### src/rtl/mux_4_to_1.sv
// -----------------------------------------------------------------------------
// mux_4_to_1
//
// Registered 4-input, WIDTH-bit multiplexer for the CPU datapath. One of the
// four buses A/B/C/D is chosen by `sel` and captured into `out` on every
// enabled rising clock edge. `valid` marks that `out` holds a captured value
// since reset, and `changed` pulses for one cycle when the last capture
// altered `out`.
//
// Optional feature: define MUX_4_TO_1_PARITY_EN to add a registered `parity`
// output holding the XOR-reduction of the captured value.
//
// Parameters:
//   WIDTH      data width of A/B/C/D and out (default 8)
//   RESET_VAL  value loaded into out on reset (default 0)
//
// Ports:
//   clk      in   1      rising-edge clock
//   rst      in   1      asynchronous active-high reset
//   en       in   1      capture enable; low holds all registered outputs
//   sel      in   2      00->A, 01->B, 10->C, 11->D
//   A,B,C,D  in   WIDTH  data inputs 0..3
//   out      out  WIDTH  registered selected data
//   sel_q    out  2      select captured together with out
//   valid    out  1      out holds a captured value since reset
//   changed  out  1      one-cycle pulse when the last capture altered out
//   parity   out  1      (MUX_4_TO_1_PARITY_EN only) XOR-reduction of out
// -----------------------------------------------------------------------------
module mux_4_to_1 #(
    parameter int               WIDTH     = 8,
    parameter logic [WIDTH-1:0] RESET_VAL = {WIDTH{1'b0}}
) (
    input  logic             clk,
    input  logic             rst,
    input  logic             en,
    input  logic [1:0]       sel,
    input  logic [WIDTH-1:0] A,
    input  logic [WIDTH-1:0] B,
    input  logic [WIDTH-1:0] C,
    input  logic [WIDTH-1:0] D,
    output logic [WIDTH-1:0] out,
    output logic [1:0]       sel_q,
    output logic             valid,
    output logic             changed
`ifdef MUX_4_TO_1_PARITY_EN
    ,
    output logic             parity
`endif
);

    logic [WIDTH-1:0] mux_d;

    logic [WIDTH-1:0] out_d,     out_q;
    logic [1:0]       sel_reg_d, sel_reg_q;
    logic             valid_d,   valid_q;
    logic             changed_d, changed_q;

`ifdef MUX_4_TO_1_PARITY_EN
    logic             parity_d,  parity_q;

    // Even-parity bit of a data word (1 when an odd number of bits are set).
    function automatic logic parity_of(input logic [WIDTH-1:0] value);
        return ^value;
    endfunction
`endif

    // Input selection, fully decoded so every sel value yields a known bus.
    always_comb begin
        mux_d = A;
        case (sel)
            2'b00:   mux_d = A;
            2'b01:   mux_d = B;
            2'b10:   mux_d = C;
            2'b11:   mux_d = D;
            default: mux_d = A;
        endcase
    end

    // Next-state logic: capture on enable, otherwise hold and drop changed.
    always_comb begin
        out_d     = out_q;
        sel_reg_d = sel_reg_q;
        valid_d   = valid_q;
        changed_d = 1'b0;
`ifdef MUX_4_TO_1_PARITY_EN
        parity_d  = parity_q;
`endif
        if (en) begin
            out_d     = mux_d;
            sel_reg_d = sel;
            valid_d   = 1'b1;
            // Compared against the value out held before this edge.
            changed_d = (mux_d != out_q);
`ifdef MUX_4_TO_1_PARITY_EN
            parity_d  = parity_of(mux_d);
`endif
        end else begin
            changed_d = 1'b0;
        end
    end

    // State registers with asynchronous active-high reset.
    always_ff @(posedge clk or posedge rst) begin
        if (rst) begin
            out_q     <= RESET_VAL;
            sel_reg_q <= 2'b00;
            valid_q   <= 1'b0;
            changed_q <= 1'b0;
`ifdef MUX_4_TO_1_PARITY_EN
            parity_q  <= 1'b0;
`endif
        end else begin
            out_q     <= out_d;
            sel_reg_q <= sel_reg_d;
            valid_q   <= valid_d;
            changed_q <= changed_d;
`ifdef MUX_4_TO_1_PARITY_EN
            parity_q  <= parity_d;
`endif
        end
    end

    assign out     = out_q;
    assign sel_q   = sel_reg_q;
    assign valid   = valid_q;
    assign changed = changed_q;
`ifdef MUX_4_TO_1_PARITY_EN
    assign parity  = parity_q;
`endif

endmodule

### config.mk
export PLATFORM = sky130hd
export DESIGN_NAME = mux_4_to_1
export DESIGN_NICKNAME = d
export VERILOG_FILES = /design/src/rtl/mux_4_to_1.sv
export SDC_FILE = /design/constraint.sdc
export NUM_CORES = 1
export LEC_CHECK = 0
export BUFFER_PORTS_ARGS = -buffer_cell sky130_fd_sc_hd__buf_4
export CAP_MARGIN = 10
export CORE_UTILIZATION = 43
export DETAILED_ROUTE_END_ITERATION = 12
export GPL_ROUTABILITY_DRIVEN = 0
export MAX_ROUTING_LAYER = met4
export PLACE_DENSITY_LB_ADDON = 0.15
export SYNTH_ARGS = -nofsm -noshare
export SYNTH_HDL_FRONTEND = slang
export SYNTH_SLANG_ARGS = --single-unit
### constraint.sdc
create_clock -name clk -period 2.5 [get_ports clk]
set_clock_uncertainty 0.05 [all_clocks]
set_input_delay 0.25 -clock clk [delete_from_list [all_inputs] [get_ports clk]]
set_output_delay 0.25 -clock clk [all_outputs]
set_load 0.01 [all_outputs]
==> results of run 1 <==
## final cells by class
type | instances | area, µm² | area share
inverter | 1 | 3.75 | 0.00333
timing repair buffer | 49 | 370 | 0.329
tap | 16 | 20.0 | 0.0178
multi-input combinational | 30 | 397 | 0.352
clock buffer | 4 | 36.3 | 0.0322
sequential | 12 | 300 | 0.266
## sequential cells by signal (all words and copies together), names as in the netlist
register,count
changed,1
out,8
sel_q,2
valid,1
## power groups by stage
stage | registers, mW | clock network, mW | logic, mW
floorplan | 0.251 | 0 | 0.0827
global placement | 0.241 | 0 | 0.180
detailed placement | 0.243 | 0 | 0.184
CTS | 0.239 | 0.161 | 0.185
global route | 0.242 | 0.173 | 0.198
finish | 0.239 | 0.159 | 0.184
## cells by family (layout without fill, tap and decap cells)
family                 after synthesis  count (layout)  synth area share
multiplexers                        18              18             0.417
flip-flops                          12              12             0.417
XOR/XNOR                             8               8            0.0974
buffers and inverters                4              54            0.0313
AO/OA/AOI/OAI                        1               1            0.0104
AND/OR/NAND/NOR                      3               3            0.0261
## metrics by stage
| step | cell area [µm²] | instances |
|---|---|---|
| after floorplan | 719 | 46 |
| after global placement | 1080 | 107 |
| after detailed placement | 1080 | 107 |
| after CTS | 1130 | 112 |
| after global routing | 1130 | 112 |
| final | 1130 | 112 |
## cells in the final DEF (no fill, tap or decap)
cell type and instances:
mux4_2 6, xor2_1 8, mux2_2 10, mux4_1 2, dfrtp_1 12, nor4_1 2
inv_1 1, buf_4 48, clkbuf_4 3, clkbuf_8 1, or2_2 1, dlygate4sd3_1 1
a21boi_1 1
## per-layer routing
metal	GRT usage	up-vias
met5	-	-
met4	0.0563	0
met3	0.0383	3
met2	0.336	31
met1	0.242	279
li1	-	276
## critical path: stages
cell and delay, ps:
buf_4 180, mux4_1 620, xor2_1 180, nor4_1 220, a21boi_1 110
## final timing paths
kind | from | endpoint | slack (ps) | cells past startpoint
min reg2reg | valid$_DFFE_PP0P_ | valid$_DFFE_PP0P_ | 420 | 1
max reg2reg | out[4]$_DFFE_PP0P_ | changed$_DFF_PP0_ | 1330 | 3
min in group asynchronous | rst | valid$_DFFE_PP0P_ | 500 | 3
min | sel[0] | sel_q[0]$_DFFE_PP0P_ | 260 | 2
max | sel[1] | changed$_DFF_PP0_ | 1050 | 5
max in group asynchronous | rst | out[1]$_DFFE_PP0P_ | 1590 | 3
==> impl_metrics.yaml, run 1 <==
run_status:
  outcome: "completed"
drt:
  drc: 0
  wl_met1_um: 603
  wl_per_cell_um: 14.4
  met2_length_um: 886
  viasPerCell: 5.26
  postRouteAntennaNets: 0
  dr.max_layer_used: "met4"
  drt_wl_total_um: 1620
  dr_wl_met3_um: 112
  drtIter0Drc: 3
  firstDrtPassIters: 2
  vias: 589
yosys:
  synth.distinct_cells: 12
  yosysSeqAreaShare: 0.417
  syn_avg_cell_area_um2: 15.6
  synth_commonest_cells: "dfrtp_1 (12), mux2_2 (10), xor2_1 (8)"
  yosysMostFrequentCell: "dfrtp_1"
  netlist_top_cells_area: "dfrtp_1 (42%), mux4_2 (19%), mux2_2 (16%)"
  synth_async_sr_flop_share: 1.00
  synth.net_count: 83
  netlist.area_leader.share: 0.417
  ys.flop_type: "dfrtp_1"
  yosysWarnings: 0
  syn_area_um2: 719
  synth_seq_cells: 12
  synth-edff-count: 0
  synth_area_leader_cell: "dfrtp_1"
  syn_inst: 46
sta:
  drv_slew: 0
  rsz0062_at_grt: "false"
  tns_ps: 0
  hold_viol: 0
  max_freq_ghz: 0.689
  finalWorstSetupSlack_ps: 1050
  timing.hold.ws_ps: 259
  finalCritPeriodShare: 0.581
  tightest_slew_ps: 465
  min_period_ps: 1450
  max-slew-margin-rel: 0.690
  setup_viol: 0
global_route:
  grt_remaining_overflow: 0
  grt_usage: 0.199
  grt_pass1_wl_um: 2570
  grt_start_max_net_pins: 13
  grt_pass1_vias: 578
  grt_antenna_before_repair: 0
job:
  cap_violations: 0
critical_path:
  setup.worst_path.end_class: "flop"
  cp_max_fo: 9
  path_class: "input pin to flop"
  crit_required_ps: 2600
  arrival_ps: 1560
  start_kind: "input pin"
pwr:
  power_uw: 581
  pwr-share-seq: 0.411
  power.density_mw_per_mm2: 516
  p_int_uw: 424
  p_sw_uw: 157
  p_leak_nw: 0.536
  power.share.switching: 0.271
  ir_worst_vdd_v: 0.000341
  pwr-share-clk: 0.274
  p_comb_frac: 0.316
clocking:
  holdBufCountCts: 1
  postCtsSetupBuffers: 0
  insertion_delay_ps: 280
  cts_sinks: 12
  cts_max_path_buffers: 2
  cts_tree: "done"
  numCtsBuffers: 3
  clkTransAtPathRegs_ps: 80
  cts-root-buf: "clkbuf_4"
  cts_resized: 0
  cts_max_level: 1
floorplan:
  core_area_mm2: 0.00154
  initial_core_util: 0.467
  io_pins: 49
  die_area_mm2: 0.00184
  die_w_um: 42.9
  fp.dieH_um: 42.9
  rows: 14
min_path:
  hp-class: "input pin to flop"
finish:
  antenna_cells: 0
  drive_above_1_share: 0.719
  area_delta_synth_final_pct: 56.7
  fillers: 103
  post-route-util: 0.731
  nets: 134
placement:
  io_buffers: 48
  pre_cts_ws_ps: 756
No activity file was read; power rests on OpenSTA's default activity.
==> inputs of run 2 (changes only) <==
CORE_UTILIZATION = 36   (was 43)
clock period = 1.2 ns   (was 2.5 ns; I/O delays follow)
==> impl_metrics.yaml, run 2 (synthesized netlist as in run 1, its figures left out) <==
sta:
  rsz0062_at_grt: "true"
  max-slew-margin-rel: 0.686
  hold_viol: 0
  min_period_ps: 1180
  setup_viol: 0
  tightest_slew_ps: 470
  finalCritPeriodShare: 0.987
  drv_slew: 0
  max_freq_ghz: 0.844
drt:
  drt_wl_total_um: 1750
  drtIter0Drc: 6
  wl_per_cell_um: 14.2
  firstDrtPassIters: 2
  postRouteAntennaNets: 0
  drc: 0
  vias: 604
  viasPerCell: 4.91
critical_path:
  crit_required_ps: 1300
  path_class: "input pin to flop"
  start_kind: "input pin"
  setup.worst_path.end_class: "flop"
  cp_max_fo: 4
  arrival_ps: 1280
global_route:
  busiest_layer: "met2"
  grt_pass1_wl_um: 2670
  grt_usage: 0.193
  grt_remaining_overflow: 0
  grt_pass1_vias: 606
  grtUsageMet3: 0.0824
  use_met1: 0.224
  grt_antenna_before_repair: 0
  grt_start_max_net_pins: 13
  use_met2: 0.297
clocking:
  clkTransAtPathRegs_ps: 70
  numCtsBuffers: 3
  cts-root-buf: "clkbuf_4"
  cts_tree: "done"
  cts_max_level: 1
  insertion_delay_ps: 270
  cts_sinks: 12
  cts_max_path_buffers: 2
placement:
  io_buffers: 48
  dp_hpwl_um: 1290
  placed_area_mm2: 0.00108
finish:
  area_delta_synth_final_pct: 64.7
  nets: 136
  mostFrequentLayoutCells: "buf_4 (48), dfrtp_1 (12), mux2_2 (10)"
  postLayoutCellArea_mm2: 0.00118
  layout_commonest_cell: "buf_4"
  drive_above_1_share: 0.755
  antenna_cells: 0
  largest_register_ff_count: 8
  post-route-util: 0.658
floorplan:
  die_w_um: 46.7
  die_area_mm2: 0.00218
  io_pins: 49
  fp.dieH_um: 46.7
  core_area_mm2: 0.00180
  rows: 15
  initial_core_util: 0.399
job:
  cap_violations: 0
pwr:
  power.density_mw_per_mm2: 1030
  ir_worst_vdd_v: 0.000634
  p_leak_nw: 0.550
run_status:
  outcome: "completed"
min_path:
  hp-class: "input pin to flop"
==> run 2: cell count changes in the layout (fill, tap and decap cells not counted) <==
cell | previous run | this run
buf_12 | 0 | 1
nor4_2 | 0 | 1
nor4_1 | 2 | 1
mux4_1 | 2 | 0
mux4_2 | 6 | 8
buf_16 | 0 | 1
==> run 2: final timing paths <==
kind / startpoint / to / slack [ps] / cells past startpoint
max reg2reg: out[7]$_DFFE_PP0P_ / changed$_DFF_PP0_ / 40 / 3
max in group asynchronous: rst / out[0]$_DFFE_PP0P_ / 390 / 3
max: sel[1] / changed$_DFF_PP0_ / 20 / 5
min reg2reg: valid$_DFFE_PP0P_ / valid$_DFFE_PP0P_ / 420 / 1
min in group asynchronous: rst / out[4]$_DFFE_PP0P_ / 380 / 3
min: sel[1] / sel_q[1]$_DFFE_PP0P_ / 50 / 2
==> run 2: timing repair <==
action,in CTS,in global routing
endpoints found under the hold margin,12,0
gates cloned,1,0
setup buffers,0,1
resized for setup,4,1
pin swaps,3,3
hold buffers,1,0
setup endpoints to repair,1,1
==> run 2: metal layers <==
| layer | share of wire | wire [µm] |
|---|---|---|
| met5 | 0 | 0 |
| met4 | 0.014 | 24 |
| met2 | 0.52 | 911 |
| met1 | 0.37 | 649 |
| met3 | 0.095 | 167 |
==> run 2: final cells by class <==
cell class / instances / area (µm²)
well taps: 25 / 31.3
inverters: 1 / 3.75
repair buffers: 51 / 418
fillers: 158 / 617
clock buffers: 4 / 36.3
multi-input cells: 30 / 395
flip-flops and latches: 12 / 300
==> run 2: critical path: stages <==
cell      delay [ps]
buf_16            90
mux4_2           510
xor2_1           160
nor4_1           300
a21boi_1         100
==> run 2: where the power goes <==
| part | switching [mW] | internal (mW) | leakage [nW] |
|---|---|---|---|
| registers | 0.0432 | 0.454 | 0.137 |
| clock network | 0.131 | 0.185 | 0.0210 |
| logic | 0.147 | 0.266 | 0.392 |
| total | 0.322 | 0.904 | 0.550 |
==> run 2: per-stage QoR <==
step           setup TNS, ps  power [mW]  cells  hold WS, ps  setup WS [ps]
2_1_floorplan           -205       0.700     46        -65.3           -205
3_3_place_gp           -1190       0.882    116          107           -380
3_5_place_dp           -1300       0.887    116          119           -412
4_1_cts                -17.3        1.22    122         42.8          -17.3
5_1_grt                -42.3        1.30    123         40.2          -42.3
6_report                   0        1.23    123         48.0           15.4
==> inputs of run 3 (changes only) <==
PLACE_DENSITY = 0.74   (was default)
PLACE_DENSITY_LB_ADDON = default   (was 0.15)
==> impl_metrics.yaml, run 3 (synthesized netlist as in run 1, its figures left out) <==
run_status:
  outcome: "finished, violations left"
  violations: "negative setup slack"
critical_path:
  rrSetupSlack_ps: 10
  path_class: "input pin to flop"
  setup.worst_path.end_class: "flop"
  rr_worst_depth: 3
  start_kind: "input pin"
  reg2reg_to: "changed$_DFF_PP0_"
  path_cells: "buf_12 -> mux4_2 -> xor2_1 -> nor4_2 -> a21boi_1"
  cp_max_fo: 9
  crit_required_ps: 1290
  cp_slowest_cell: "mux4_2"
  crit-reg2reg-launch: "out[7]$_DFFE_PP0P_"
  arrival_ps: 1360
  slowest_delay_ps: 520
global_route:
  grt_usage: 0.182
  grt_pass1_wl_um: 2630
  grt_start_max_net_pins: 13
  grt_antenna_before_repair: 0
  grt_remaining_overflow: 0
  grt_pass1_vias: 629
clocking:
  clkTransAtPathRegs_ps: 80
  postCtsSetupBuffers: 0
  insertion_delay_ps: 260
  cts_sinks: 12
  cts_max_level: 1
  cts-root-buf: "clkbuf_4"
  cts_max_path_buffers: 2
  cts_tree: "done"
  numCtsBuffers: 3
pwr:
  pwr-share-seq: 0.405
  p_comb_frac: 0.335
  p_leak_nw: 0.533
  p_sw_uw: 333
  pwr-share-clk: 0.260
  ir_worst_vdd_v: 0.000714
  power.share.switching: 0.272
  power.density_mw_per_mm2: 1060
  p_int_uw: 892
drt:
  postRouteAntennaNets: 0
  drc: 0
  drt_wl_total_um: 1680
  wl_per_cell_um: 13.9
  drtIter0Drc: 6
  firstDrtPassIters: 4
  viasPerCell: 4.98
  vias: 603
sta:
  finalCritPeriodShare: 1.05
  rsz0062_at_grt: "true"
  finalWorstSetupSlack_ps: -64.4
  max_freq_ghz: 0.791
  min_period_ps: 1260
  tightest_slew_ps: 473
  hold_viol: 0
  drv_slew: 0
  setup_viol: 1
  max-slew-margin-rel: 0.684
floorplan:
  initial_core_util: 0.399
  rows: 15
  die_w_um: 46.7
  core_area_mm2: 0.00180
  io_pins: 49
  fp.dieH_um: 46.7
  die_area_mm2: 0.00218
finish:
  largest_register_ff_count: 8
  layout_commonest_cell: "buf_4"
  postLayoutCellArea_mm2: 0.00116
  fillers: 151
  antenna_cells: 0
  regArea_um2: 300
  multiInputGateArea_um2: 402
  drive_above_1_share: 0.760
  nets: 134
  area_delta_synth_final_pct: 60.7
  mostFrequentLayoutCells: "buf_4 (47), dfrtp_1 (12), mux2_2 (10)"
placement:
  pre_cts_ws_ps: -467
  io_buffers: 48
  placed_area_mm2: 0.00108
min_path:
  hp-class: "input pin to flop"
  hp-start: "sel[1]"
  hold_depth: 2
  min_to: "sel_q[1]$_DFFE_PP0P_"
job:
  cap_violations: 0
run 3: changes by cell type in the layout (fill, tap and decap cells not counted), sizes merged:
cell	change
buf	-2
run 3: worst max path at each step:
stage | slack, ps | from | end | cells past startpoint
finish | -60 | sel[1] | changed$_DFF_PP0_ | 5
floorplan | -200 | sel[1] | changed$_DFF_PP0_ | 5
CTS | -40 | sel[1] | changed$_DFF_PP0_ | 5
detailed placement | -470 | sel[1] | changed$_DFF_PP0_ | 5
global route | -90 | sel[1] | changed$_DFF_PP0_ | 5
global placement | -390 | sel[1] | changed$_DFF_PP0_ | 5
run 3: power groups by stage:
| stage | Sequential, mW | Clock (mW) | Combinational [mW] |
|---|---|---|---|
| 2_1_floorplan | 0.522 | 0 | 0.178 |
| 3_3_place_gp | 0.504 | 0 | 0.380 |
| 3_5_place_dp | 0.503 | 0 | 0.389 |
| 4_1_cts | 0.496 | 0.328 | 0.405 |
| 5_1_grt | 0.502 | 0.344 | 0.445 |
| 6_report | 0.496 | 0.319 | 0.410 |
run 3: what timing repair did:
action / in CTS / in global routing
pin swaps: 2 / 2
hold endpoints to repair: 12 / 0
setup endpoints to repair: 1 / 1
resized for setup: 4 / 1
hold buffers: 1 / 0
run 3: cell type report:
class	instances	area share
flip-flops and latches	12	0.260
clock buffers	4	0.0314
repair buffers	49	0.331
multi-input cells	30	0.347
well taps	25	0.0271
inverters	1	0.00325
run 3: metal layers:
layer / vias up / global-route usage / wire [µm]
li1: 274 / - / -
met1: 293 / 0.242 / 721
met2: 32 / 0.264 / 805
met3: 4 / 0.0353 / 114
met4: 0 / 0.0857 / 36
met5: - / - / 0
run 3: metrics by stage:
| stage | std cells | util | hold WS, ps | total power, mW | TNS [ps] |
|---|---|---|---|---|---|
| 2_1_floorplan | 46 | - | -65.3 | 0.700 | -205 |
| 3_3_place_gp | 116 | 0.602 | 115 | 0.884 | -1170 |
| 3_5_place_dp | 116 | 0.602 | 116 | 0.892 | -1330 |
| 4_1_cts | 121 | 0.638 | 95.2 | 1.23 | -41.2 |
| 5_1_grt | 121 | 0.642 | 113 | 1.29 | -91.8 |
| 6_report | 121 | 0.642 | 92.3 | 1.23 | -64.4 |
run 3: critical path, delay by kind of cell:
family | cells | cell delay (ps)
simple gates | 1 | 330
compound gates | 1 | 100
buf+inv | 1 | 110
xor+xnor | 1 | 170
mux | 1 | 520
